$ cat src/rtl/vxe_axi_switch_arb_if.sv
// Client-side and upstream-side request/data handshake bundle for vxe_axi_switch_arb.
// slave = arbiter view, master = the driving environment view.
interface vxe_axi_switch_arb_if #(
  parameter int unsigned NCLI = 4
);
  localparam int unsigned AW = 44;
  localparam int unsigned DW = 72;

  logic [NCLI-1:0]    i_c_rqa_vld;
  logic [NCLI*AW-1:0] i_c_rqa;
  logic [NCLI-1:0]    o_c_rqa_rd;
  logic [NCLI-1:0]    i_c_rqd_vld;
  logic [NCLI*DW-1:0] i_c_rqd;
  logic [NCLI-1:0]    o_c_rqd_rd;
  logic               o_m_rqa_vld;
  logic [AW-1:0]      o_m_rqa;
  logic               i_m_rqa_rd;
  logic               o_m_rqd_vld;
  logic [DW-1:0]      o_m_rqd;
  logic               i_m_rqd_rd;

  modport slave (
    input  i_c_rqa_vld, i_c_rqa, i_c_rqd_vld, i_c_rqd, i_m_rqa_rd, i_m_rqd_rd,
    output o_c_rqa_rd, o_c_rqd_rd, o_m_rqa_vld, o_m_rqa, o_m_rqd_vld, o_m_rqd
  );

  modport master (
    output i_c_rqa_vld, i_c_rqa, i_c_rqd_vld, i_c_rqd, i_m_rqa_rd, i_m_rqd_rd,
    input  o_c_rqa_rd, o_c_rqd_rd, o_m_rqa_vld, o_m_rqa, o_m_rqd_vld, o_m_rqd
  );
endinterface

$ cat src/rtl/vxe_axi_switch_arb.sv
// Round-robin arbiter merging NCLI client rqa/rqd streams into one registered upstream stage.
// Optional client-0 priority with starvation guard: define VXE_AXI_SWITCH_ARB_QOS_EN.
module vxe_axi_switch_arb #(
  parameter int unsigned NCLI       = 4,
  parameter int unsigned STARVE_LIM = 8
) (
  input  logic                 clk,
  input  logic                 nrst,
  vxe_axi_switch_arb_if.slave  bus
);
  localparam int unsigned AW      = 44;
  localparam int unsigned DW      = 72;
  localparam int unsigned PW      = (NCLI > 1) ? $clog2(NCLI) : 1;
  localparam int unsigned RNW_BIT = 43;

  logic [PW-1:0]   rr_ptr_q, rr_ptr_d;
  logic            m_rqa_vld_q, m_rqd_vld_q;
  logic [AW-1:0]   m_rqa_q;
  logic [DW-1:0]   m_rqd_q;

  logic [NCLI-1:0] elig_c;
  logic            stage_free_c;
  logic            gnt_vld_c;
  logic            gnt_wr_c;
  logic [PW-1:0]   gnt_idx_c;
  logic [AW-1:0]   gnt_rqa_c;
  logic [DW-1:0]   gnt_rqd_c;
  logic [NCLI-1:0] rqa_rd_c, rqd_rd_c;

`ifdef VXE_AXI_SWITCH_ARB_QOS_EN
  logic [3:0]      starve_q;
  logic            others_c;
`else
  logic            unused_starve_lim;
  assign unused_starve_lim = ^32'(STARVE_LIM);
`endif

  // Request decode: rnw lives in the top address bit; writes need their data beat present.
  always_comb begin
    elig_c = '0;
    for (int unsigned k = 0; k < NCLI; k++) begin
      elig_c[k] = bus.i_c_rqa_vld[k] &&
                  (bus.i_c_rqa[k*AW + RNW_BIT] || bus.i_c_rqd_vld[k]);
    end
  end

  // Grant selection, payload mux and pointer advance.
  always_comb begin
    logic [PW-1:0]   idx_p;
    int unsigned     idx;
    idx          = 0;
    idx_p        = '0;
    gnt_vld_c    = 1'b0;
    gnt_idx_c    = '0;
    gnt_rqa_c    = '0;
    gnt_rqd_c    = '0;
    gnt_wr_c     = 1'b0;
    rqa_rd_c     = '0;
    rqd_rd_c     = '0;
    stage_free_c = (!m_rqa_vld_q || bus.i_m_rqa_rd) && (!m_rqd_vld_q || bus.i_m_rqd_rd);
`ifdef VXE_AXI_SWITCH_ARB_QOS_EN
    others_c = |elig_c[NCLI-1:1];
`endif

    for (int unsigned off = 0; off < NCLI; off++) begin
      idx   = (32'(rr_ptr_q) + off) % NCLI;
      idx_p = PW'(idx);
`ifdef VXE_AXI_SWITCH_ARB_QOS_EN
      if (!gnt_vld_c && elig_c[idx_p] && (idx_p != '0)) begin
`else
      if (!gnt_vld_c && elig_c[idx_p]) begin
`endif
        gnt_vld_c = 1'b1;
        gnt_idx_c = idx_p;
      end
    end

`ifdef VXE_AXI_SWITCH_ARB_QOS_EN
    // Client 0 wins unless the others have waited out a full starvation window.
    if (elig_c[0] && !(others_c && (starve_q == 4'(STARVE_LIM)))) begin
      gnt_vld_c = 1'b1;
      gnt_idx_c = '0;
    end
`endif

    if (!nrst || !stage_free_c) begin
      gnt_vld_c = 1'b0;
    end

    for (int unsigned k = 0; k < NCLI; k++) begin
      if (gnt_idx_c == PW'(k)) begin
        gnt_rqa_c = bus.i_c_rqa[k*AW +: AW];
        gnt_rqd_c = bus.i_c_rqd[k*DW +: DW];
        gnt_wr_c  = !bus.i_c_rqa[k*AW + RNW_BIT];
      end
    end

    if (gnt_vld_c) begin
      rqa_rd_c[gnt_idx_c] = 1'b1;
      rqd_rd_c[gnt_idx_c] = gnt_wr_c;
    end

    rr_ptr_d = rr_ptr_q;
    if (gnt_vld_c) begin
      rr_ptr_d = (gnt_idx_c == PW'(NCLI - 1)) ? '0 : gnt_idx_c + PW'(1);
    end
  end

  // Output stage: address and data of a write are loaded together to keep AW/W paired.
  always_ff @(posedge clk or negedge nrst) begin
    if (!nrst) begin
      rr_ptr_q    <= '0;
      m_rqa_vld_q <= 1'b0;
      m_rqd_vld_q <= 1'b0;
      m_rqa_q     <= '0;
      m_rqd_q     <= '0;
    end else begin
      rr_ptr_q <= rr_ptr_d;
      if (gnt_vld_c) begin
        m_rqa_q     <= gnt_rqa_c;
        m_rqa_vld_q <= 1'b1;
        if (gnt_wr_c) begin
          m_rqd_q     <= gnt_rqd_c;
          m_rqd_vld_q <= 1'b1;
        end else begin
          m_rqd_vld_q <= m_rqd_vld_q && !bus.i_m_rqd_rd;
        end
      end else begin
        if (bus.i_m_rqa_rd) m_rqa_vld_q <= 1'b0;
        if (bus.i_m_rqd_rd) m_rqd_vld_q <= 1'b0;
      end
    end
  end

`ifdef VXE_AXI_SWITCH_ARB_QOS_EN
  // Consecutive client-0 grants while someone else is waiting.
  always_ff @(posedge clk or negedge nrst) begin
    if (!nrst) begin
      starve_q <= '0;
    end else if (!others_c) begin
      starve_q <= '0;
    end else if (gnt_vld_c) begin
      starve_q <= (gnt_idx_c == '0) ? starve_q + 4'd1 : 4'd0;
    end
  end
`endif

  assign bus.o_c_rqa_rd  = rqa_rd_c;
  assign bus.o_c_rqd_rd  = rqd_rd_c;
  assign bus.o_m_rqa_vld = m_rqa_vld_q;
  assign bus.o_m_rqa     = m_rqa_q;
  assign bus.o_m_rqd_vld = m_rqd_vld_q;
  assign bus.o_m_rqd     = m_rqd_q;

endmodule

$ cat src/flat_wrapper.sv
// flat-port wrapper written by rule: the top's interface ports become plain ports
module vxe_axi_switch_arb_flat 
#(
  parameter int unsigned NCLI       = 4,
  parameter int unsigned STARVE_LIM = 8
)
  (clk, nrst, bus_i_c_rqa_vld, bus_i_c_rqa, bus_i_c_rqd_vld, bus_i_c_rqd, bus_i_m_rqa_rd, bus_i_m_rqd_rd, bus_o_c_rqa_rd, bus_o_c_rqd_rd, bus_o_m_rqa_vld, bus_o_m_rqa, bus_o_m_rqd_vld, bus_o_m_rqd);
  vxe_axi_switch_arb_if #(.NCLI(NCLI)) bus_i ();
  input  logic clk;
  input  logic nrst;
  input wire logic [$bits(bus_i.i_c_rqa_vld)-1:0] bus_i_c_rqa_vld;
  input wire logic [$bits(bus_i.i_c_rqa)-1:0] bus_i_c_rqa;
  input wire logic [$bits(bus_i.i_c_rqd_vld)-1:0] bus_i_c_rqd_vld;
  input wire logic [$bits(bus_i.i_c_rqd)-1:0] bus_i_c_rqd;
  input wire logic [$bits(bus_i.i_m_rqa_rd)-1:0] bus_i_m_rqa_rd;
  input wire logic [$bits(bus_i.i_m_rqd_rd)-1:0] bus_i_m_rqd_rd;
  output wire logic [$bits(bus_i.o_c_rqa_rd)-1:0] bus_o_c_rqa_rd;
  output wire logic [$bits(bus_i.o_c_rqd_rd)-1:0] bus_o_c_rqd_rd;
  output wire logic [$bits(bus_i.o_m_rqa_vld)-1:0] bus_o_m_rqa_vld;
  output wire logic [$bits(bus_i.o_m_rqa)-1:0] bus_o_m_rqa;
  output wire logic [$bits(bus_i.o_m_rqd_vld)-1:0] bus_o_m_rqd_vld;
  output wire logic [$bits(bus_i.o_m_rqd)-1:0] bus_o_m_rqd;
  assign bus_i.i_c_rqa_vld = bus_i_c_rqa_vld;
  assign bus_i.i_c_rqa = bus_i_c_rqa;
  assign bus_i.i_c_rqd_vld = bus_i_c_rqd_vld;
  assign bus_i.i_c_rqd = bus_i_c_rqd;
  assign bus_i.i_m_rqa_rd = bus_i_m_rqa_rd;
  assign bus_i.i_m_rqd_rd = bus_i_m_rqd_rd;
  assign bus_o_c_rqa_rd = bus_i.o_c_rqa_rd;
  assign bus_o_c_rqd_rd = bus_i.o_c_rqd_rd;
  assign bus_o_m_rqa_vld = bus_i.o_m_rqa_vld;
  assign bus_o_m_rqa = bus_i.o_m_rqa;
  assign bus_o_m_rqd_vld = bus_i.o_m_rqd_vld;
  assign bus_o_m_rqd = bus_i.o_m_rqd;
  vxe_axi_switch_arb #(.NCLI(NCLI), .STARVE_LIM(STARVE_LIM)) u_core (.clk(clk), .nrst(nrst), .bus(bus_i));
endmodule
$ cat config.mk
export PLATFORM = sky130hd
export DESIGN_NAME = vxe_axi_switch_arb_flat
export DESIGN_NICKNAME = d
export VERILOG_FILES = /design/src/rtl/vxe_axi_switch_arb_if.sv /design/src/rtl/vxe_axi_switch_arb.sv /design/src/flat_wrapper.sv
export SDC_FILE = /design/constraint.sdc
export NUM_CORES = 1
export LEC_CHECK = 0
export ABC_AREA = 1
export CAP_MARGIN = 20
export CORE_AREA = 4 4 234 236
export DETAILED_ROUTE_END_ITERATION = 10
export DIE_AREA = 0 0 238 240
export GPL_ROUTABILITY_DRIVEN = 0
export PLACE_DENSITY = 0.48
export SLEW_MARGIN = 20
export SYNTH_ARGS = -nofsm -noshare
export SYNTH_HDL_FRONTEND = slang
export SYNTH_SLANG_ARGS = --single-unit
$ cat constraint.sdc
create_clock -name clk -period 4.5 [get_ports clk]
set_input_delay 0.9 -clock clk [delete_from_list [all_inputs] [get_ports clk]]
set_output_delay 0.9 -clock clk [all_outputs]
set_load 0.02 [all_outputs]
; Word level (Yosys, flattened, before mapping)
; Cells that the tools add are included.
[totals]
inputBits = 476
register_bits = 120
[classes]
reduce_logical = 33
n_eq_ne = 3
mux = 39
n_lt_le_gt_ge = 6
bitwise = 1
addsub = 4
[ops]
columns = cell, n
row1 = $mux W72, 4
row2 = $mux W44, 4
row3 = $mux W1, 19
row4 = $lt A2 B3 Y1 const B, 5
row5 = $logic_not A1 Y1, 12
row6 = $logic_and A1 B1 Y1, 10
row7 = $mux W2, 5
row8 = $bmux W1 S2, 4
row9 = $mux W4, 2
row10 = $logic_or A1 B1 Y1, 7
row11 = $add A2 B1 Y2 const B, 2
row12 = $add A2 B2 Y2 const B, 2
row13 = $and A4 B4 Y4, 1
row14 = $eq A2 B2 Y1 const B, 2
row15 = $reduce_bool A2 Y1, 2
row16 = $demux W1 S2, 1
row17 = $eq A2 B1 Y1 const B, 1
row18 = $ge A2 B1 Y1 const B, 1
row19 = $logic_not A2 Y1, 1
row20 = $reduce_and A2 Y1, 1

; Depth between registers and ports, before layout
; Gate-level depths: netlist (run 1).
[logic_depth]
word_depth = 21
ltp_mapped = 24
depth_no_buf = 20

; Least setup slack after synthesis (run 1)
; Ideal clock, no wire load.
[synth_path]
kind = input port to output port
startpoint = input bus_i_c_rqa[131]
endpoint = output bus_o_c_rqd_rd[0]
setup_slack_ns = 0.132
required_time_ns = 3.600
arrival_ns = 3.468
cell_stages = 20
cell_sequence = inv_1 -> nand2_1 -> nand3_1 -> nand2_1 -> o21ai_2 -> nand4_2 -> buf_2 -> nand3_1 -> inv_1 -> ha_1 -> buf_2 -> nor2_4 -> nand2_1 -> nand3_1 -> nand2_1 -> a21oi_4 -> nand3_2 -> buf_4 -> buf_4 -> nor2_1
[synth_via]
elab_chain_len = 21
elab_cells_between_ends = 41
[synth_lines]
columns = element, line_no
row1 = start: declaration, flat_wrapper.sv:12  ; input wire logic [$bits(bus_i.i_c_rqa)-1:0] bus_i_c_rqa;
row2 = branches (longest 20 deep; another with $bmux W1 S2), --
row3 = $mux W4 *, vxe_axi_switch_arb.sv:98  ; if (gnt_vld_c) begin
row4 = end: declaration, flat_wrapper.sv:18  ; output wire logic [$bits(bus_i.o_c_rqd_rd)-1:0] bus_o_c_rqd_rd;
; Every way passes the cells marked *. The select of a mux whose other input is x is not followed.

; Worst setup path in the final report (run 1)
[layout_path]
startpoint = input bus_i_c_rqd_vld[1]
endpoint = output bus_o_c_rqa_rd[2]
[layout_via]
elab_chain_len = 19
elab_cells_between_ends = 31
[layout_lines]
columns = element, line_no
row1 = start: declaration, flat_wrapper.sv:13  ; input wire logic [$bits(bus_i.i_c_rqd_vld)-1:0] bus_i_c_rqd_vld;
row2 = $logic_or A1 B1 Y1 *, vxe_axi_switch_arb.sv:43  ; (bus.i_c_rqa[k*AW + RNW_BIT] || bus.i_c_rqd_vld[k]);
row3 = $logic_and A1 B1 Y1 *, vxe_axi_switch_arb.sv:42  ; elig_c[k] = bus.i_c_rqa_vld[k] &&
row4 = $bmux W1 S2, vxe_axi_switch_arb.sv:71  ; if (!gnt_vld_c && elig_c[idx_p]) begin
row5 = $mux W1 (implied by the code), vxe_axi_switch_arb.sv:71
row6 = $mux W1, vxe_axi_switch_arb.sv:71
row7 = $logic_not A1 Y1, vxe_axi_switch_arb.sv:71
row8 = $logic_and A1 B1 Y1, vxe_axi_switch_arb.sv:71
row9 = $mux W1, vxe_axi_switch_arb.sv:71
row10 = [... 3 more ...], --
row11 = $logic_not A1 Y1, vxe_axi_switch_arb.sv:71
row12 = $logic_and A1 B1 Y1, vxe_axi_switch_arb.sv:71
row13 = $mux W2, vxe_axi_switch_arb.sv:71
row14 = $lt A2 B3 Y1 (implied by the code) or $ge A2 B1 Y1 (tied branches), vxe_axi_switch_arb.sv:99  ; rqa_rd_c[gnt_idx_c] = 1'b1;
row15 = $logic_and A1 B1 Y1 (implied by the code), vxe_axi_switch_arb.sv:99
row16 = $mux W1 (implied by the code), vxe_axi_switch_arb.sv:99
row17 = $demux W1 S2, --
row18 = $mux W4 *, vxe_axi_switch_arb.sv:98
row19 = end: declaration, flat_wrapper.sv:17  ; output wire logic [$bits(bus_i.o_c_rqa_rd)-1:0] bus_o_c_rqa_rd;
; Every way passes the cells marked *; elsewhere a longest branch is shown, timed or not. The select of a mux whose other input is x is not followed.

==> metrics.md, run 1 <==
| Metric | Value |
|---|---|
| Register area share after synthesis | approximately a third |
| Core area | 52,400 um^2 |
| # DRC | 0 |
| Rows | 84 |
| Post-synthesis area per instance | 6.22 um^2 |
| Static Leak | 6.95 nW |
| Synthesized cell area | 8640 um^2 |
| Die Width | 238 um |
| Path type of the worst setup path | in2out |
| Synth Register Bits | 120 |
| CP Launch Type | input pin |
| Largest net degree at the start of global routing | 116 |
| Max-cap violations | 0 |
| DP Cell Count | ~2,600 |
| Most frequent cells in the layout | nand2_1 (611), clkdlybuf4s50_1 (593), o21ai_0 (201), dfrtp_1 (120), a21oi_1 (116) |
| Global Route Usage Sum | roughly 17% |
| Vias | 11,500 |
| Tightest Pin Transition | 0.947 ns |
| Initial antenna violation count | 10 |
| Drt total wl | around 50,000 um |
| CP peak stage delay | ~0.62 ns |
| Synthesized instance count | approximately 1,400 |
| Routed wire per std cell | a little under 20 um |
| Synth area leader | dfrtp_1 |
| Reg2reg end | u_core.bus.o_m_rqd[65] |
| Reg2Reg Depth | 21 |
| Clk sinks | 120 |
| TritonRoute pass-1 iters | 5 |
| Die area | 57,100 um^2 |
| Vias/cell | 4.38 |
| Reg clk slew, reported paths | 0.06 ns |
| Antenna-violating nets left | 0 |
| Congestion Overflow GR | 0 |
| Most common cell after layout, fill and taps aside | nand2_1 |
| First-pass GRT wire length | 74,900 um |
| Reg-to-reg slack, setup | approximately 0.58 ns |
| I/O Pins | 602 |
| Critical R2R Launch | u_core.rr_ptr_q[0] |
| Layout Skew | 0.00647 ns |
| Post-placement cell area | 15,300 um^2 |
| HPWL after detailed placement | around 39,000 um |
| CTS Root Cell | clkbuf_16 |
| Critical Path Sink Type | primary output |
| Arrival @ worst endpoint | between 3 and 4 ns |
| Port bufs | 601 |
| Yosys cell types | 25 |
| Fin crit share | 97.4% |
| H-tree Lvls | 4 |
| Final slew viol count | 0 |
| Initial Util | 16.5% |
| # nets final | 2,407 |
| Synth Warn # | 0 |
| FMAX | 0.228 GHz |
| Ys flop type | dfrtp_1 |
| Crit-path cells | clkdlybuf4s50_1, inv_1, nand2_1, nand3_1, nand3_1, nand2_1, nand4_1, nand2b_4, nand2_4, inv_1, ha_4, inv_4, buf_4, nor2_1, clkdlybuf4s50_1 |
| P&R area growth vs syn | 86.4% |
| Clk buf depth | 2 |
| Syn_nets | 1,868 |
| TritonCTS clock tree | built |
| Slowest CP cell | clkdlybuf4s50_1 |
| Initial drt markers | 428 |
| Worst skew pair latency | 0.44 ns |
| Layout Cells excl Fill | ~2,600 |
| Die Span Y | 240 um |
| Crit-path max FO | 5 |
| Worst endpoint required time | roughly 3.6 ns |
| Post-synth ARST share | 100% |
| Synth top area share | 34.8% |
| Synth area leaders | dfrtp_1 (35%), nand2_1 (27%), o21ai_0 (12%), a21oi_1 (6.7%), nand4_1 (5.4%) |
| Min Tclk post-route | 4.38 ns |
| Core Util, Final | 30.7% |
| Vias in the first global route | 12,000 |
| Unrepaired setup endpoints after global routing | false |
| Pwr dens | approximately 910 nW/um^2 |
| Total negative slack | 0 ns |
| Max transition margin | 36.8% |
| Final instance area | 16,100 um^2 |
| Finish-stage setup viols | 0 |
| Number of CTS-inserted buffers | 17 |
| Pre-CTS setup slack | -0.604 ns |
| Hold Path Class | in2async |
| Share of layout cells above drive strength 1 | 5.52% |
| Final hold violation count | 0 |
| Final WS setup | approximately 0.12 ns |
| Status | complete, no violations |
| Post-synth EDFFs | 0 |
| Max rail drop VDD | just under 0.8 mV |
synthesized netlist by cell type, types with 4 or more instances:
master / count
ha_1: 4
nor2_1: 7
o21ai_1: 33
buf_4: 11
nand4_1: 74
o21ai_0: 201
dfrtp_1: 120
a21oi_1: 116
nand3_1: 65
nand2_1: 615
buf_1: 15
buf_2: 28
clkbuf_1: 69
inv_1: 16
inv_2: 4
critical path, delay by kind of cell:
family                     cells  cell delay (ns)
adders and majority gates      1             0.17
buffers and inverters          6             1.46
and+or+nand+nor                8             0.95
metal layers:
metal,global-route usage (%),routed length (um)
met5,0,80
met2,30.6,25400
met4,7.04,2020
met3,5.70,4120
met1,18.7,19500
where the power goes:
group | internal [mW] | switching (mW)
clock network | 0.944 | 0.574
logic | 3.88 | 7.40
registers | 1.57 | 0.260
state kept, by name (all words and copies together) (netlist names):
signal,count
u_core.bus.o_m_rqd,72
u_core.bus.o_m_rqd_vld,1
u_core.bus.o_m_rqa_vld,1
u_core.rr_ptr_q,2
u_core.bus.o_m_rqa,44
timing repair:
action,CTS,global route
setup endpoints to repair,9,12
pin swaps,0,9
hold buffers,0,0
hold endpoints to repair,0,0
buffers inserted,0,4
resized for setup,16,28
kinds of logic after synthesis:
logic type                 synth area share (%)
and+or+nand+nor                            36.9
AOI/OAI and AO/OA                          20.7
buffers and inverters                      7.10
DFF                                        34.8
adders and majority gates                 0.579
metrics by stage:
step           total power [mW]  hold slack [ns]
2_1_floorplan              8.81            0.538
3_3_place_gp               13.2            0.453
3_5_place_dp               13.3            0.457
4_1_cts                    14.9            0.203
5_1_grt                    16.2            0.217
6_report                   14.6            0.256
how the worst max path moves through the flow:
stage | start | endpoint
after floorplan | bus_i_c_rqa[131] | bus_o_c_rqd_rd[0]
after global placement | bus_i_c_rqa[131] | u_core.bus.o_m_rqd[65]
after detailed placement | bus_i_c_rqa[131] | u_core.bus.o_m_rqd[65]
after CTS | bus_i_c_rqa[131] | bus_o_c_rqd_rd[1]
after global routing | bus_i_c_rqa[87] | bus_o_c_rqd_rd[2]
final | bus_i_c_rqd_vld[1] | bus_o_c_rqa_rd[2]
cell type report:
class                   count  area [um^2]
clock inverters            14          198
fillers                  5767        36300
repair buffers            643         6350
clock buffers              18          439
flip-flops and latches    120         3000
multi-input cells        1125         5170
well taps                 688          861
diodes                      2         5.00
inverters                  20         77.6
No activity file was read; power rests on OpenSTA's default activity.
==> run 2, diff against run 1 <==
ABC_CLOCK_PERIOD_IN_PS = 4500   (was default)
GPL_ROUTABILITY_DRIVEN = default   (was 0)
RECOVER_POWER = 25   (was default)
==> run 2 against run 1 <==
Net effect:
- the run now ends with max-capacitance violations, max-slew violations left
- global-route usage decreased by 0.48 points
- power shrank 0.92%
- count of clock-buffer cells in the layout rose by 4
- clock skew up 0.0013 ns
- largest cell class unchanged
==> metrics.md, run 2 (same netlist as run 1, synthesis figures left out) <==
| Metric | Value |
|---|---|
| # nets final | 2,403 (was 2,407) |
| Most frequent cells in the layout | nand2_1 (611), clkdlybuf4s50_1 (593), o21ai_0 (201), dfrtp_1 (120), a21oi_1 (116) (unchanged) |
| First-pass GRT wire length | 72,600 um (was 74,900 um) |
| DP Cell Count | 2,591 (was 2,592) |
| Finish-stage setup viols | 0 (unchanged) |
| Max rail drop VDD | 0.860 mV (was 0.769 mV) |
| Number of CTS-inserted buffers | 17 (unchanged) |
| Failing checks | max-capacitance violations, max-slew violations |
| Vias | 11,500 (about the same) |
| TritonRoute pass-1 iters | 8 (was 5) |
| Most common cell after layout, fill and taps aside | nand2_1 (unchanged) |
| Drt total wl | 50,400 um (was 51,200 um) |
| Min Tclk post-route | 4.34 ns (was 4.38 ns) |
| Share of layout cells above drive strength 1 | 4.96% (was 5.52%) |
| Initial Util | 16.5% (unchanged) |
| Core Util, Final | 30.5% (was 30.7%) |
| Die Width | 238 um (unchanged) |
| HPWL after detailed placement | 38,800 um (about the same) |
| Die Span Y | 240 um (unchanged) |
| P&R area growth vs syn | 85.0% (was 86.4%) |
| Fill cells | 5,772 (was 5,767) |
| Hold Path Class | reg2reg (was in2async) |
| Port bufs | 601 (unchanged) |
| Crit-path cells | clkdlybuf4s50_1, inv_1, nand2_1, nand3_1, nand3_1, nand2_2, nand2_1, nand2_1, nand2_1, nand3_2, inv_2, ha_4, buf_4, inv_1, nor2_1, clkdlybuf4s50_1 (was clkdlybuf4s50_1, inv_1, nand2_1, nand3_1, nand3_1, nand2_1, nand4_1, nand2b_4, nand2_4, inv_1, ha_4, inv_4, buf_4, nor2_1, clkdlybuf4s50_1) |
| Routed wire per std cell | 19.2 um (was 19.5 um) |
| Antenna-violating nets left | 0 (unchanged) |
| Initial drt markers | 453 (was 428) |
| Initial antenna violation count | 9 (was 10) |
| Reg-to-reg slack, setup | 0.57 ns (was 0.58 ns) |
| Congestion Overflow GR | 0 (unchanged) |
| Fin crit share | 96.5% (was 97.4%) |
| CP bufs+invs | 6 (unchanged) |
| CP delay by family, top | buffers and inverters (unchanged) |
| Total negative slack | 0 ns (unchanged) |
| Global Route Usage Sum | 16.6% (was 17.1%) |
| Crit-path max FO | 4 (was 5) |
| Final hold violation count | 0 (unchanged) |
| Arrival @ worst endpoint | 3.44 ns (was 3.48 ns) |
| Max-cap violations | 1 (was 0) |
| Core area | 52,400 um^2 (unchanged) |
| Clk buf depth | 2 (unchanged) |
| I/O Pins | 602 (unchanged) |
| H-tree Lvls | 4 (unchanged) |
| Rows | 84 (unchanged) |
| Worst skew pair latency | 0.43 ns (was 0.44 ns) |
| CP dominant cell by count | nand2_1 |
| FMAX | 0.230 GHz (was 0.228 GHz) |
| Layout Cells excl Fill | 2,626 (was 2,630) |
| # DRC | 0 (unchanged) |
| Max transition margin | -0.526% (was 36.8%) |
| Path type of the worst setup path | in2out (unchanged) |
| Tightest Pin Transition | 1.51 ns (was 0.947 ns) |
| Reg clk slew, reported paths | 0.05 ns (was 0.06 ns) |
| Static Leak | 6.91 nW (was 6.95 nW) |
| Slowest CP cell | clkdlybuf4s50_1 (unchanged) |
| Vias in the first global route | 11,700 (was 12,000) |
| Layout Skew | 0.00774 ns (was 0.00647 ns) |
| Post-placement cell area | 15,300 um^2 (about the same) |
| Largest net degree at the start of global routing | 116 (unchanged) |
| CP Launch Type | input pin (unchanged) |
| Final instance area | 16,000 um^2 (was 16,100 um^2) |
| Vias/cell | 4.37 (was 4.38) |
| Pwr dens | 907 nW/um^2 (was 909 nW/um^2) |
| TritonCTS clock tree | built (unchanged) |
| CP peak stage delay | 0.62 ns (about the same) |
| Die area | 57,100 um^2 (unchanged) |
| Max reg flops | 72 (unchanged) |
| Worst endpoint required time | 3.60 ns (about the same) |
| Critical Path Sink Type | primary output (unchanged) |
| Status | complete, but fails checks (was complete, no violations) |
| Clk sinks | 120 (unchanged) |
| CTS Root Cell | clkbuf_16 (unchanged) |
| Final slew viol count | 56 (was 0) |
| GP Congestion | 0.870 |
[run 2: cell types whose count changed in the layout (fill, tap and decap cells not counted), sizes merged]
cell      before  now
buf           46   39
clkbuf        18   25
clkinvlp       5    2
bufinv         4    2
diode          2    4
inv           22   20
clkinv         3    4
[run 2: area by class of cell]
type	instances	area [um^2]	share of cell area [%]
timing repair buffer	639	6310	39.5
tap	688	861	5.38
clock inverter	8	95.1	0.595
sequential	120	3000	18.8
clock buffer	22	494	3.09
antenna	4	10.0	0.0626
multi-input combinational	1125	5130	32.1
inverter	20	77.6	0.485
[run 2: final timing paths]
kind	start	depth (start not counted)	end
worst max-delay path	bus_i_c_rqa[175]	16	bus_o_c_rqa_rd[1]
worst min-delay path	u_core.bus.o_m_rqa[5]	2	u_core.bus.o_m_rqa[5]
worst max register to register	u_core.rr_ptr_q[0]	21	u_core.bus.o_m_rqd[65]
worst min register to register	u_core.bus.o_m_rqa[5]	2	u_core.bus.o_m_rqa[5]
max in group asynchronous	nrst	2	u_core.bus.o_m_rqd[28]
min in group asynchronous	nrst	1	u_core.bus.o_m_rqa[0]
[run 2: per-stage QoR]
stage,power [mW],setup WS [ns],hold slack (ns)
2_1_floorplan,8.81,0.132,0.538
3_3_place_gp,13.2,-0.439,0.455
3_5_place_dp,13.2,-0.499,0.457
4_1_cts,14.7,0.00516,0.254
5_1_grt,16.0,-0.0228,0.481
6_report,14.5,0.157,0.466
[run 2: tightest hold or removal path, delay by kind of cell, from the launching register on]
family | cells | cell delay (ns)
AND/OR/NAND/NOR | 2 | 0.10
flip-flops | 1 | 0.33
[run 2: power breakdown]
| group | leakage [nW] | internal (mW) | switching (mW) | total [mW] |
|---|---|---|---|---|
| sequential | 1.54 | 1.58 | 0.265 | 1.84 |
| clock | 0.290 | 0.877 | 0.514 | 1.39 |
| combinational | 5.08 | 3.88 | 7.39 | 11.3 |
| total | 6.91 | 6.33 | 8.17 | 14.5 |
[run 2: routing by layer]
layer	vias up	wire length, um	GRT usage, %	share of wire, %
li1	5704	-	-	-
met1	5202	19100	17.9	38
met2	492	25600	30.5	51
met3	67	4120	5.24	8.2
met4	10	1590	6.46	3.2
met5	-	67	0	0.13
[run 2: what timing repair did]
item,CTS,global route
hold buffers,0,0
buffers inserted,0,1
endpoints found under the setup margin,9,68
resized for setup,16,23
pin swaps,0,10
==> run 3, diff against run 2 <==
REMOVE_ABC_BUFFERS = 1   (was default)
==> run 3 against run 2 <==
Net effect:
- power shrank 2.2%
- largest cell class unchanged
- sequential share of layout area shrank 0.13 points
- the run still ends with max-capacitance violations, max-slew violations left
- critical path type unchanged
- via count shrank 1.2%
- largest power group unchanged
==> metrics.md, run 3 (same netlist as run 1, synthesis figures left out) <==
| Metric | Value |
|---|---|
| Max transition margin | -3.50% (was -0.526%) |
| I/O Pins | 602 (unchanged) |
| Arrival @ worst endpoint | 3.47 ns (was 3.44 ns) |
| Pwr dens | 881 nW/um^2 (was 907 nW/um^2) |
| Final hold violation count | 0 (unchanged) |
| FMAX | 0.229 GHz (was 0.230 GHz) |
| Core area | 52,400 um^2 (unchanged) |
| CP peak stage delay | 0.40 ns (was 0.62 ns) |
| CP Launch Type | input pin (unchanged) |
| CP bufs+invs | 8 (was 6) |
| Worst Hold Endpoint | u_core.bus.o_m_rqd[59] (was u_core.bus.o_m_rqa[5]) |
| Hold WS | 0.465 ns (was 0.466 ns) |
| Initial drt markers | 656 (was 453) |
| Port bufs | 601 (unchanged) |
| Crit-path cells | clkdlybuf4s50_1, inv_1, nand2_2, nand3_2, nand2_4, o21ai_4, buf_4, nand2_1, nand2_1, nand3_2, inv_1, buf_4, ha_4, inv_1, buf_4, nor3_1, clkdlybuf4s15_1 (was clkdlybuf4s50_1, inv_1, nand2_1, nand3_1, nand3_1, nand2_2, nand2_1, nand2_1, nand2_1, nand3_2, inv_2, ha_4, buf_4, inv_1, nor2_1, clkdlybuf4s50_1) |
| Min Tclk post-route | 4.37 ns (was 4.34 ns) |
| Vias | 11,300 (was 11,500) |
| Failing checks | max-capacitance violations, max-slew violations (unchanged) |
| Reg2Reg Depth | 20 (was 21) |
| Critical Path Sink Type | primary output (unchanged) |
| Clk buf depth | 2 (unchanged) |
| Clk sinks | 120 (unchanged) |
| Reg-to-reg slack, setup | 0.87 ns (was 0.57 ns) |
| Path type of the worst setup path | in2out (unchanged) |
| Die Span Y | 240 um (unchanged) |
| Global Route Usage Sum | 14.9% (was 16.6%) |
| TritonRoute pass-1 iters | 5 (was 8) |
| Die area | 57,100 um^2 (unchanged) |
| Worst endpoint required time | 3.60 ns (about the same) |
| Antenna-violating nets left | 0 (unchanged) |
| Total negative slack | 0 ns (unchanged) |
| Drt total wl | 45,100 um (was 50,400 um) |
| Share of layout cells above drive strength 1 | 5.73% (was 4.96%) |
| Reg2reg end | u_core.bus.o_m_rqa[10] (was u_core.bus.o_m_rqd[65]) |
| Vias/cell | 4.32 (was 4.37) |
| Critical R2R Launch | u_core.rr_ptr_q[0] (unchanged) |
| Vias in the first global route | 11,500 (was 11,700) |
| # nets final | 2,406 (was 2,403) |
| Hold Path Depth | 2 (unchanged) |
| Routed wire per std cell | 17.2 um (was 19.2 um) |
| Fin crit share | 97.2% (was 96.5%) |
| Hold Path Class | reg2reg (unchanged) |
| Max rail drop VDD | 0.966 mV (was 0.860 mV) |
| CP delay by family, top | buffers and inverters (unchanged) |
| Static Leak | 6.95 nW (was 6.91 nW) |
| Number of CTS-inserted buffers | 17 (unchanged) |
| TritonCTS clock tree | built (unchanged) |
| Largest net degree at the start of global routing | 118 (was 116) |
| P&R area growth vs syn | 86.4% (was 85.0%) |
| Crit-path max FO | 4 (unchanged) |
| Rows | 84 (unchanged) |
| Worst hold start | u_core.bus.o_m_rqd[59] (was u_core.bus.o_m_rqa[5]) |
| # DRC | 0 (unchanged) |
| Congestion Overflow GR | 0 (unchanged) |
| CTS Root Cell | clkbuf_16 (unchanged) |
| Max-cap violations | 1 (unchanged) |
| Core Util, Final | 30.7% (was 30.5%) |
| Tightest Pin Transition | 1.55 ns (was 1.51 ns) |
| Die Width | 238 um (unchanged) |
| Overall Power | 14.2 mW (was 14.5 mW) |
| Most frequent cells in the layout | nand2_1 (607), clkdlybuf4s50_1 (593), o21ai_0 (201), dfrtp_1 (120), a21oi_1 (116) (was nand2_1 (611), clkdlybuf4s50_1 (593), o21ai_0 (201), dfrtp_1 (120), a21oi_1 (116)) |
| Initial antenna violation count | 2 (was 9) |
| HPWL after detailed placement | 34,500 um (was 38,800 um) |
| First-pass GRT wire length | 67,200 um (was 72,600 um) |
| Max reg flops | 72 (unchanged) |
| H-tree Lvls | 4 (unchanged) |
| Antenna Cells | 0 (was 4) |
| Worst skew pair latency | 0.42 ns (was 0.43 ns) |
| Most common cell after layout, fill and taps aside | nand2_1 (unchanged) |
| Reg clk slew, reported paths | 0.05 ns (about the same) |
| Finish-stage setup viols | 0 (unchanged) |
| GP Congestion | 0.841 (was 0.870) |
| Final slew viol count | 58 (was 56) |
| Status | complete, but fails checks (unchanged) |
| Layout Skew | 0.0109 ns (was 0.00774 ns) |
| Slowest CP cell | clkdlybuf4s50_1 (unchanged) |
| Initial Util | 16.5% (unchanged) |
run 3: cell count changes in the layout (fill, tap and decap cells not counted), moves of 2 or more:
cell | previous run | this run
buf_4 | 35 | 39
clkbuf_1 | 1 | 3
clkinv_2 | 4 | 2
diode_2 | 4 | 0
nand2_1 | 611 | 607
nand2_2 | 4 | 8
nand3_1 | 62 | 55
nand3_2 | 3 | 8
nand3_4 | 1 | 3
run 3: worst max path at each step:
stage                            start           endpoint  slack (ns)  cells past startpoint
floorplan             bus_i_c_rqa[131]  bus_o_c_rqd_rd[0]       -6.34                     14
global placement      bus_i_c_rqa[175]  bus_o_c_rqd_rd[2]       -0.38                     19
detailed placement    bus_i_c_rqa[131]  bus_o_c_rqd_rd[2]       -0.51                     19
CTS                   bus_i_c_rqa[131]  bus_o_c_rqd_rd[3]        0.02                     17
global route        bus_i_c_rqd_vld[2]  bus_o_c_rqd_rd[2]       -0.03                     19
finish              bus_i_c_rqd_vld[2]  bus_o_c_rqd_rd[3]        0.13                     17
run 3: what timing repair did:
action                                  in CTS  in global routing
pin swaps                                    0                 10
resized for setup                           18                 34
endpoints found under the hold margin        0                  0
hold buffers                                 0                  0
buffers inserted                             0                  2
endpoints found under the setup margin       6                  7
run 3: through the flow:
stage | setup WS [ns] | cells | cell area, um^2
after CTS | 0.0179 | 2624 | 16000
after global placement | -0.380 | 2593 | 15300
after global routing | -0.0344 | 2626 | 16100
after floorplan | -6.34 | 1265 | 8100
after detailed placement | -0.512 | 2593 | 15300
final | 0.128 | 2626 | 16100
run 3: report_power, final:
part	total [mW]	leakage, nW	internal [mW]	switching, mW
Clock	1.45	0.298	0.940	0.505
Sequential	1.83	1.54	1.57	0.251
Combinational	10.9	5.11	3.87	7.04
Total	14.2	6.95	6.38	7.79
run 3: layer usage:
layer	track usage, %	up-vias	part of all wire, %
li1	-	5708	-
met1	17.9	5208	40
met2	26.2	375	51
met3	3.99	50	6.7
met4	4.20	2	2.5
met5	0	-	0.022
run 3: layout make-up:
type                    instances  area, um^2
clock buffers                  24         502
clock inverters                 7         115
fillers                      5757       36300
inverters                      20        77.6
multi-input cells            1125        5210
flip-flops and latches        120        3000
well taps                     688         861
repair buffers                642        6330
run 3: worst min-delay path, delay by kind of cell (launching register included):
family / cells / cell delay (ns)
simple gates: 2 / 0.09
flops: 1 / 0.34
==> RTL change, RTL diff (settings of run 3) <==
Add a define of `VXE_AXI_SWITCH_ARB_QOS_EN`.
--- a/src/rtl/vxe_axi_switch_arb.sv
+++ b/src/rtl/vxe_axi_switch_arb.sv
@@ -1,4 +1,6 @@
 // Round-robin arbiter merging NCLI client rqa/rqd streams into one registered upstream stage.
 // Optional client-0 priority with starvation guard: define VXE_AXI_SWITCH_ARB_QOS_EN.
+`define VXE_AXI_SWITCH_ARB_QOS_EN
+
 module vxe_axi_switch_arb #(
   parameter int unsigned NCLI       = 4,
Behaviour: not the same (Yosys sat finds a counterexample within 4 cycles, from zero or initial values and one cycle with nrst low).
==> RTL change against run 3 <==
- final area rose by 0.81%
- critical path type unchanged
- critical endpoint is now bus_o_c_rqd_rd[2]
- count of clock-buffer cells in the layout down 6
- critical path depth up 5
- synthesized area increased by 1.3%
- synthesized cell count fell by 10%
- routed wire length shrank 2.2%
- sequential cell count up 4
- via count down 4.0%
- total power down 2.5%
- die area unchanged
- setup slack got worse by 0.053 ns
==> RTL change: results (changes against run 3) <==
| Metric | Value |
|---|---|
| Max VDD drop | `0.00133 V (+37%)` |
| Fraction of layout cells with a size suffix above 1 | `0.0697 (+0.0124)` |
| Initial antenna violation count | `1 (-1)` |
| Netlist cell types | `30 (+20%)` |
| Crit path max fanout | `3 (-1)` |
| # diodes | `0 (unchanged)` |
| Largest net degree at the start of global routing | `215 (+82%)` |
| Top cell types by occurrence after synthesis | `nand2_1, o21ai_0, dfrtp_1` |
| RR Startpoint | `u_core.rr_ptr_q[1]$_DFFE_PN0P_` |
| Worst skew pair latency | `0.44 ns (+0.02 ns)` |
| Synth area leaders | `dfrtp_1, nand2_1, o21ai_0, a22oi_1, nand4_1` |
| R2R depth | `21 (+5.0%)` |
| Critical Path Max Stage Delay | `0.46 ns (+0.06 ns)` |
| Antenna viol nets, final | `0 (unchanged)` |
| Worst slew pin tran | `0.980 ns (-0.572 ns)` |
| First-pass GRT wire length | `65200 um (-2.9%)` |
| Reg2Reg Capture Point | `u_core.bus.o_m_rqd[11]$_DFFE_PN0P_` |
| Total GRT Usage | `0.146 (-0.00296)` |
| Period minus WS final | `4.43 ns (+0.0535 ns)` |
| Hold/Removal Path Class | `in -> async` |
| Fill cells | `5602 (-2.7%)` |
| Total CTS buffers | `17 (unchanged)` |
| Final WL | `44100 um (-2.2%)` |
| Wire length on met3 | `3680 um (+22%)` |
| Clock Skew | `0.00876 ns (-0.00218 ns)` |
| Adder-cell share of the synthesized area | `0.0143 (+0.00850)` |
| Mux share of post-synthesis cell area | `0.0435 (+0.0435)` |
| Metal-1 WL | `16800 um (-7.1%)` |
| Initial drt markers | `496 (-24%)` |
| Setup WS pre-CTS | `-0.404 ns (+0.108 ns)` |
| Layout net count | `2283 (-5.1%)` |
| Leak pwr | `6.70 nW (-3.5%)` |
| Crit path capture | `bus_o_c_rqd_rd[2]` |
| Number of vias per cell | `4.36 (+0.98%)` |
| Number of global-route vias before repair | `11200 (-2.7%)` |
| Post-Synth XOR/XNOR Area | `0.00200 (+0.00200)` |
| CP delay by family, top | `simple AND/OR/NAND/NOR gates` |
| Register-to-Register Setup Slack | `0.63 ns (-0.24 ns)` |
| WP data arrival | `3.53 ns (+0.06 ns)` |
| DR WL met2 | `22300 um (-2.4%)` |
| Post-DP HPWL | `33600 um (-2.8%)` |
| Critical path launch point | `bus_i_c_rqa[87]` |
| Compound-Gate Fraction of Synth Area | `0.237 (+0.0301)` |
| Status | `finished, final reports clean` |
## RTL change: cell families (layout without fill, tap and decap cells)
group	count (synthesis)	in the layout
XOR/XNOR	2	2
multiplexers	38	38
buffers and inverters	149	713
adder cells (fa/ha/maj)	10	10
AND/OR/NAND/NOR	562	562
flip-flops	124	124
AO/OA/AOI/OAI	360	360
## RTL change: worst reg2reg max path: cells and delay by family (launching register included)
family          cells  cell delay, ns
simple gates       10            1.05
buf+inv             5            1.03
compound gates      4            0.75
fa+ha+maj           2            0.51
flops               1            0.46
## RTL change: cell type report
cell class	count	area share
Timing Repair Buffer	648	0.395
Multi-Input combinational cell	972	0.317
Sequential cell	124	0.191
Tap cell	688	0.0530
Clock buffer	18	0.0264
Clock inverter	13	0.00925
Inverter	34	0.00786
## RTL change: timing repair
action	4_1_cts	5_1_grt
hold endpoints to repair	0	0
hold buffers	0	0
pin swaps	3	10
endpoints found under the setup margin	6	6
gates resized for setup	20	21
setup buffers	0	2
## RTL change: stage by stage
stage | cells | total power [mW] | area, um^2 | setup TNS, ns
2_1_floorplan | 1130 | 7.62 | 8230 | -586.14
3_3_place_gp | 2464 | 12.5 | 15500 | -1.00
3_5_place_dp | 2464 | 12.5 | 15500 | -1.44
4_1_cts | 2495 | 14.0 | 16200 | -0.00360
5_1_grt | 2497 | 15.3 | 16200 | -0.0828
6_report | 2497 | 13.8 | 16200 | 0
## RTL change: worst min path at each step
| stage | startpoint | endpoint | slack (ns) | depth (start not counted) |
|---|---|---|---|---|
| 2_1_floorplan | u_core.starve_q[3]$_DFFE_PN0P_ | u_core.starve_q[3]$_DFFE_PN0P_ | 0.51 | 2 |
| 3_3_place_gp | u_core.bus.o_m_rqd[0]$_DFFE_PN0P_ | u_core.bus.o_m_rqd[0]$_DFFE_PN0P_ | 0.45 | 2 |
| 3_5_place_dp | u_core.bus.o_m_rqd[3]$_DFFE_PN0P_ | u_core.bus.o_m_rqd[3]$_DFFE_PN0P_ | 0.46 | 2 |
| 4_1_cts | nrst | u_core.bus.o_m_rqd[37]$_DFFE_PN0P_ | 0.24 | 1 |
| 5_1_grt | nrst | u_core.bus.o_m_rqd[64]$_DFFE_PN0P_ | 0.24 | 1 |
| 6_report | nrst | u_core.bus.o_m_rqd[64]$_DFFE_PN0P_ | 0.27 | 1 |
## RTL change: routing by layer
metal / global-route usage / up-vias
met5: 0 / -
met4: 0.0503 / 2
met3: 0.0508 / 55
met2: 0.264 / 411
met1: 0.159 / 5003
li1: - / 5420
## RTL change: power breakdown
part	total (mW)	internal [mW]	switching [mW]
Clock	1.38	0.860	0.524
Combinational	10.6	3.92	6.69
Sequential	1.84	1.60	0.238
Total	13.8	6.38	7.45
